## src/rtl/uart_rx.sv

```systemverilog
// 8N1 UART receiver: synchronizes the rx pin, validates the start bit, samples mid-bit
// and delivers each byte through a one-entry holding register with avail/overrun flags.
`timescale 1ns/1ps

module uart_rx #(
   parameter int SYNC_STAGES = 2
) (
   input  logic        clk,
   input  logic        reset,
   input  logic        rx,
   input  logic [15:0] clk_per_bit,
   input  logic        rx_read,
   output logic [7:0]  rx_data,
   output logic        rx_avail,
   output logic        rx_valid,
   output logic        frame_err,
   output logic        overrun,
   output logic        rx_busy
);

   typedef enum logic [2:0] {
      IDLE,
      START,
      DATA,
      STOP,
      RECOVER
   } state_t;

   state_t                 state_q, state_d;
   logic [SYNC_STAGES-1:0] sync_q, sync_d;
   logic [15:0]            cnt_q, cnt_d;
   logic [15:0]            div_q, div_d;
   logic [2:0]             bit_q, bit_d;
   logic [7:0]             shift_q, shift_d;
   logic [7:0]             rx_data_q, rx_data_d;
   logic                   rx_avail_q, rx_avail_d;
   logic                   rx_valid_q, rx_valid_d;
   logic                   frame_err_q, frame_err_d;
   logic                   overrun_q, overrun_d;

   logic        rx_s;
   logic        byte_done;
   logic [15:0] half_m1;
   logic [15:0] div_m1;

   assign rx_s    = sync_q[SYNC_STAGES-1];
   assign half_m1 = (div_q >> 1) - 16'd1;
   assign div_m1  = div_q - 16'd1;

   always_comb begin
      sync_d      = {sync_q[SYNC_STAGES-2:0], rx};
      state_d     = state_q;
      cnt_d       = cnt_q;
      div_d       = div_q;
      bit_d       = bit_q;
      shift_d     = shift_q;
      rx_data_d   = rx_data_q;
      rx_avail_d  = rx_avail_q;
      rx_valid_d  = 1'b0;
      frame_err_d = 1'b0;
      overrun_d   = overrun_q;
      byte_done   = 1'b0;

      case (state_q)
         IDLE: begin
            if (!rx_s) begin
               state_d = START;
               cnt_d   = 16'd0;
               div_d   = clk_per_bit;
            end
         end
         START: begin
            // A start bit that is high again at its midpoint is treated as noise
            if (cnt_q == half_m1) begin
               cnt_d = 16'd0;
               bit_d = 3'd0;
               state_d = rx_s ? IDLE : DATA;
            end else begin
               cnt_d = cnt_q + 16'd1;
            end
         end
         DATA: begin
            if (cnt_q == div_m1) begin
               cnt_d          = 16'd0;
               shift_d[bit_q] = rx_s;
               bit_d          = bit_q + 3'd1;
               if (bit_q == 3'd7) begin
                  state_d = STOP;
               end
            end else begin
               cnt_d = cnt_q + 16'd1;
            end
         end
         STOP: begin
            if (cnt_q == div_m1) begin
               cnt_d = 16'd0;
               if (rx_s) begin
                  byte_done = 1'b1;
                  state_d   = IDLE;
               end else begin
                  frame_err_d = 1'b1;
                  state_d     = RECOVER;
               end
            end else begin
               cnt_d = cnt_q + 16'd1;
            end
         end
         RECOVER: begin
            // Hold off until the line returns high so a break is never seen as a start bit
            if (rx_s) begin
               state_d = IDLE;
            end
         end
         default: begin
            state_d = IDLE;
         end
      endcase

      if (rx_read && rx_avail_q) begin
         rx_avail_d = 1'b0;
         overrun_d  = 1'b0;
      end
      // A simultaneous acknowledge consumes the old byte, so only an unread one overruns
      if (byte_done) begin
         rx_data_d  = shift_q;
         rx_valid_d = 1'b1;
         rx_avail_d = 1'b1;
         if (rx_avail_q && !rx_read) begin
            overrun_d = 1'b1;
         end
      end
   end

   always_ff @(posedge clk or posedge reset) begin
      if (reset) begin
         state_q     <= IDLE;
         sync_q      <= '1;
         cnt_q       <= 16'd0;
         div_q       <= 16'd0;
         bit_q       <= 3'd0;
         shift_q     <= 8'h00;
         rx_data_q   <= 8'h00;
         rx_avail_q  <= 1'b0;
         rx_valid_q  <= 1'b0;
         frame_err_q <= 1'b0;
         overrun_q   <= 1'b0;
      end else begin
         state_q     <= state_d;
         sync_q      <= sync_d;
         cnt_q       <= cnt_d;
         div_q       <= div_d;
         bit_q       <= bit_d;
         shift_q     <= shift_d;
         rx_data_q   <= rx_data_d;
         rx_avail_q  <= rx_avail_d;
         rx_valid_q  <= rx_valid_d;
         frame_err_q <= frame_err_d;
         overrun_q   <= overrun_d;
      end
   end

   assign rx_data   = rx_data_q;
   assign rx_avail  = rx_avail_q;
   assign rx_valid  = rx_valid_q;
   assign frame_err = frame_err_q;
   assign overrun   = overrun_q;
   assign rx_busy   = (state_q != IDLE);

endmodule

```

## config.mk

```make
export PLATFORM = sky130hd
export DESIGN_NAME = uart_rx
export DESIGN_NICKNAME = d
export VERILOG_FILES = /design/src/rtl/uart_rx.sv
export SDC_FILE = /design/constraint.sdc
export NUM_CORES = 1
export LEC_CHECK = 0
export BUFFER_PORTS_ARGS = -buffer_cell sky130_fd_sc_hd__buf_2
export CAP_MARGIN = 15
export CORE_ASPECT_RATIO = 2
export CORE_MARGIN = 1
export CORE_UTILIZATION = 35
export CTS_BUF_LIST = sky130_fd_sc_hd__clkbuf_8
export CTS_CLUSTER_SIZE = 10
export DETAILED_ROUTE_END_ITERATION = 6
export RECOVER_POWER = 25
export SYNTH_ARGS = -nofsm -noshare
export SYNTH_HDL_FRONTEND = slang
export SYNTH_SLANG_ARGS = --single-unit
```

## constraint.sdc

```tcl
create_clock -name clk -period 6.77 [get_ports clk]
set_input_delay 1.354 -clock clk [delete_from_list [all_inputs] [get_ports clk]]
set_output_delay 1.354 -clock clk [all_outputs]
set_load 0.01 [all_outputs]
```

# Yosys cells after proc, flatten, opt, wreduce, memory -nomap -nowiden
# Cells that the tools add are included.
[classes]
order_cmp = 2
muxes = 31
n_eq_ne = 13
addsub = 4
bitwise_logic = 1
reduce_logical = 15
[ops]
columns = ["op", "count"]
rows = [
  ["$mux 16", 3],
  ["$pmux 16 s3", 1],
  ["$eq 16x16->1", 2],
  ["$mux 3", 9],
  ["$add 16x1->16 const B", 1],
  ["$sub 15x1->16 const B", 1],
  ["$sub 16x1->16 const B", 1],
  ["$pmux 3 s5", 1],
  ["$mux 1", 13],
  ["$ne 2x2->1 const B", 6],
  ["$bwmux 8", 1],
  ["$eq 3x2->1 const B", 2],
  ["$eq 3x3->1 const B", 2],
  ["$pmux 3 s2", 1],
  ["$reduce_and 2->1", 3],
  ["$reduce_and 6->1", 1],
  ["$reduce_bool 3->1", 2],
  ["$lt 3x4->1 const B", 1],
  ["$reduce_bool 2->1", 2],
  ["$add 3x1->3 const B", 1],
  ["$demux 1 s3", 1],
  ["$eq 3x1->1 const B", 1],
  ["$ge 3x1->1 const B", 1],
  ["$logic_and 1x1->1", 3],
  ["6 further kinds", 6],
]
[totals]
ff_bits = 60
elab_cells = 77
output_inout_bits = 13

# Longest topological paths before layout
[logic_depth]
depth_word = 5
mapped_depth = 12
ltp_nobuf = 10

# Worst setup path after synthesis
# No wires, ideal clock.
[synth_timing]
kind = "flip-flop to flip-flop"
from = "reg div_q[1]"
to = "reg rx_data_q[0] (netlist: rx_data[0])"
stages_incl_launch_ff = 11
path_buffers = 1
setup_time_ns = 0.125
synth_period_minus_slack_ns = 2.959
arrival_ns = 2.835
path_slack_ns = 3.811
required_time_ns = 6.645
cell_sequence = "dfrtp_1 -> inv_1 -> ha_1 -> nor4b_4 -> xnor2_1 -> or4_4 -> nand3b_4 -> a2111oi_4 -> and4bb_2 -> buf_4 -> mux2_2"
[synth_via]
elab_chain_cells = 4
[synth_lines]
columns = ["item", "line_no", "rtl"]
rows = [
  ["start, declared", "32", "logic [15:0] div_q, div_d;"],
  ["start signal, assigned", "151", "div_q <= div_d;"],
  ["$sub 16x1->16", "48", "assign div_m1 = div_q - 16'd1;"],
  ["$eq 16x16->1", "95", "if (cnt_q == div_m1) begin"],
  ["$mux 1", "95", ""],
  ["$mux 1", "64", "case (state_q)"],
  ["end signal, assigned", "154", "rx_data_q <= rx_data_d;"],
  ["end, declared", "35", "logic [7:0] rx_data_q, rx_data_d;"],
]
# No other way between the ends.
# A chain may end at the register's enable or synchronous reset.

==> metrics.md <==
| Metric | Value |
|---|---|
| EDFF count, synth | 0 |
| Clk slew on worst S/H paths | 70 ps |
| Postcts setup bufs | 0 |
| Root Driver | clkbuf_8 |
| CP endpoint kind | asynchronous set/reset pin |
| Number of hold buffers added after cts | 0 |
| Synth Area in Adders | 0.0164 |
| Port Buf Inserts | 32 |
| Dpl hpwl | 6.73 mm |
| Reg-to-reg startpoint | div_q[1]$_DFFE_PP0P_ |
| Row count | 53 |
| CTS buffer count | 9 |
| Placed Area | 4030 um^2 |
| Post-route ant nets | 0 |
| Post-route design area | 4240 um^2 |
| Worst Setup Path Type | in2async |
| Initial Utilization | 0.363 |
| Setup TNS | 0 ps |
| Power, Total | 1.40 mW |
| Vias per inst | 5.39 |
| DRT Pass-1 Iters | 4 |
| Footprint of the multi-input gates | 2130 um^2 |
| Mux contribution to synthesized area | 0.0880 |
| Most frequent cells in the layout | dfrtp_1, nand2_1, buf_2 |
| Tmin final | 4090 ps |
| Post-Syn Area | 3820 um^2 |
| Die H | 150 um |
| Min-delay worst type | reg2reg |
| Worst Slack Setup Final | 2680 ps |
| Violated checks | capacitance limit, slew limit |
| Setup violations, final | 0 |
| CTS max path bufs | 2 |
| Achievable Freq | 244 MHz |
| Pint | 0.842 mW |
| Switching pwr | 0.558 mW |
| Die Width | 75.9 um |
| Outcome | finished with violations |
| Crit-path max FO | 60 |
| H-tree lvl count | 3 |
| Finished Core Util | 0.402 |
| GPL Wtd Cong | 0.918 |
| Simple-gate share of the synthesized area | 0.221 |
| Leakage | 1.80 nW |
| Syn_nets | 421 |
| Logic gate share of total power | 0.357 |
| Clk Latency, worst-skew pair | 360 ps |
| WL/cell | 16.5 um |
| Syn-to-layout area delta | 10.9% |
| Final #Nets | 436 |
| Sw Share | 0.399 |
| # fillers | 1072 |
| Maximum vdd drop | 0.000184 V |
| IO Pins | 33 |
| Req. time, crit path | 6500 ps |
| Pwr dens | 330 nW/um^2 |
| Number of distinct library cells after synthesis | 60 |
| Worst-margin pin slew | 3280 ps |
| ANT cells | 0 |
| Number of synthesized register bits | 60 |
| # Max-Cap Violations | 1 |
| Vias in the first global route | 2974 |
| Core Region | 10500 um^2 |
| Largest family of logic cells by synthesized area | simple AND/OR/NAND/NOR gates |
| Final Hold Viols | 0 |
| CP endpoint | rx_data[7]$_DFFE_PP0P_ |
| Gr usage total | 0.174 |
| Die Footprint | 11400 um^2 |
| XOR/XNOR Fraction of Synth Area | 0.0988 |
| Post-Route WL | 9.11 mm |
| Final clock skew | 10.0 ps |
| Rel. slew slack | -1.19 |
| Non-Filler Instances | 553 |
| Worst hold slack | 360 ps |
| # clock sinks | 60 |
| Most common cell after layout, fill and taps aside | dfrtp_1 |
| Register area | 1500 um^2 |
| Synth Warn # | 0 |
| WP data arrival | 3830 ps |
| Ys async rst share | 1.00 |
| Reg power frac | 0.383 |
| Pre-CTS setup slack | 2570 ps |
| Share of cells above drive strength 1 | 0.216 |
| Gate Count Post-Synth | 396 |
| Reg-to-Reg End | cnt_q[7]$_DFFE_PP0P_ |
| Cells on worst reg2reg path | 10 |
| DR iter-0 viols | 144 |
| Ys flop type | dfrtp_1 |
| Reg2Reg Setup Slack | 2710 ps |
| Initial antenna violation count | 0 |
| Period utilization | 0.605 |
| Synth Area in Compound Gates | 0.133 |
| Unrepaired setup endpoints after global routing | no |
| Post-CTS resize count | 0 |
| Total number of vias | 2979 |
| DRC Markers | 0 |
| Slew Limit Fails | 61 |
| TritonCTS clock tree | yes |
| Placed insts | 537 |
| Startpoint type of the worst setup path | input port |
| Syn Area/Cell | 9.66 um^2 |
| First-pass GRT wire length | 15.1 mm |
| Clk pwr share | 0.260 |
| Largest net degree at the start of global routing | 61 |
| Fraction of the yosys area taken by sequential cells | 0.393 |
| Total global routing overflow | 0 |
| CP Launch Point | reset |
==> routing by layer <==
metal  vias up  routed length (um)  track usage  share of wire
met5         -                   0            0              0
met4         0                 333        0.115          0.037
met3        19                 263       0.0262          0.029
met2        51                5100        0.328           0.56
met1      1467                3410        0.176           0.37
li1       1442                   -            -              -
==> critical path, stage by stage <==
cell,delay (ps)
buf_2,100
inv_1,40
clkbuf_1,2300
==> synth_stat cells, drive strengths merged, types with 5 or more instances <==
library cell / number / area, um^2
dfrtp: 58 / 1450
nand2: 40 / 150
mux2: 29 / 327
xnor2: 22 / 193
nand3: 20 / 100
nor2: 18 / 67.6
clkbuf: 17 / 63.8
xor2: 16 / 140
inv: 14 / 52.6
buf: 13 / 75.1
nor2b: 12 / 75.1
o21ai: 10 / 50.1
nor3: 9 / 56.3
a21oi: 8 / 40.0
a31oi: 8 / 50.1
nand4: 8 / 50.1
and2: 7 / 43.8
a21o: 5 / 37.5
ha: 5 / 62.6
nor3b: 5 / 37.5
nor4: 5 / 46.3
==> logic make-up (layout without fill, tap and decap cells) <==
logic type | Yosys count | count (layout)
AO/OA/AOI/OAI | 69 | 69
XOR/XNOR | 40 | 40
adder cells (fa/ha/maj) | 5 | 5
buffers and inverters | 44 | 64
flip-flops | 60 | 60
multiplexers | 30 | 30
AND/OR/NAND/NOR | 148 | 148
==> cell type report <==
class                   instances  area share
well taps                     137      0.0404
repair buffers                 34      0.0395
multi-input cells             292       0.502
inverters                      14      0.0124
flip-flops and latches         60       0.354
clock inverters                 6      0.0189
clock buffers                  10      0.0324
==> state kept, by name, summed over array words and instances, names as in the netlist, named ones only <==
| signal | count |
|---|---|
| rx_data | 8 |
| frame_err | 1 |
| cnt_q | 16 |
| shift_q | 8 |
| sync_q | 2 |
| rx_avail | 1 |
| state_q | 3 |
| div_q | 16 |
| bit_q | 3 |
| rx_valid | 1 |
==> power by group through the flow <==
stage / Combinational [mW] / Sequential, mW / Clock [mW]
final: 0.500 / 0.536 / 0.364
after global placement: 0.493 / 0.537 / 0
after detailed placement: 0.499 / 0.542 / 0
after global routing: 0.547 / 0.548 / 0.386
after CTS: 0.501 / 0.534 / 0.376
after floorplan: 0.477 / 0.451 / 0
==> how the worst min path moves through the flow <==
stage	start	endpoint	cells after the start
floorplan	sync_q[0]$_DFF_PP1_	sync_q[1]$_DFF_PP1_	0
finish	sync_q[0]$_DFF_PP1_	sync_q[1]$_DFF_PP1_	0
global route	sync_q[0]$_DFF_PP1_	sync_q[1]$_DFF_PP1_	0
detailed placement	sync_q[0]$_DFF_PP1_	sync_q[1]$_DFF_PP1_	0
global placement	sync_q[0]$_DFF_PP1_	sync_q[1]$_DFF_PP1_	0
CTS	sync_q[0]$_DFF_PP1_	sync_q[1]$_DFF_PP1_	0
Power figures use the tool's default switching activity.
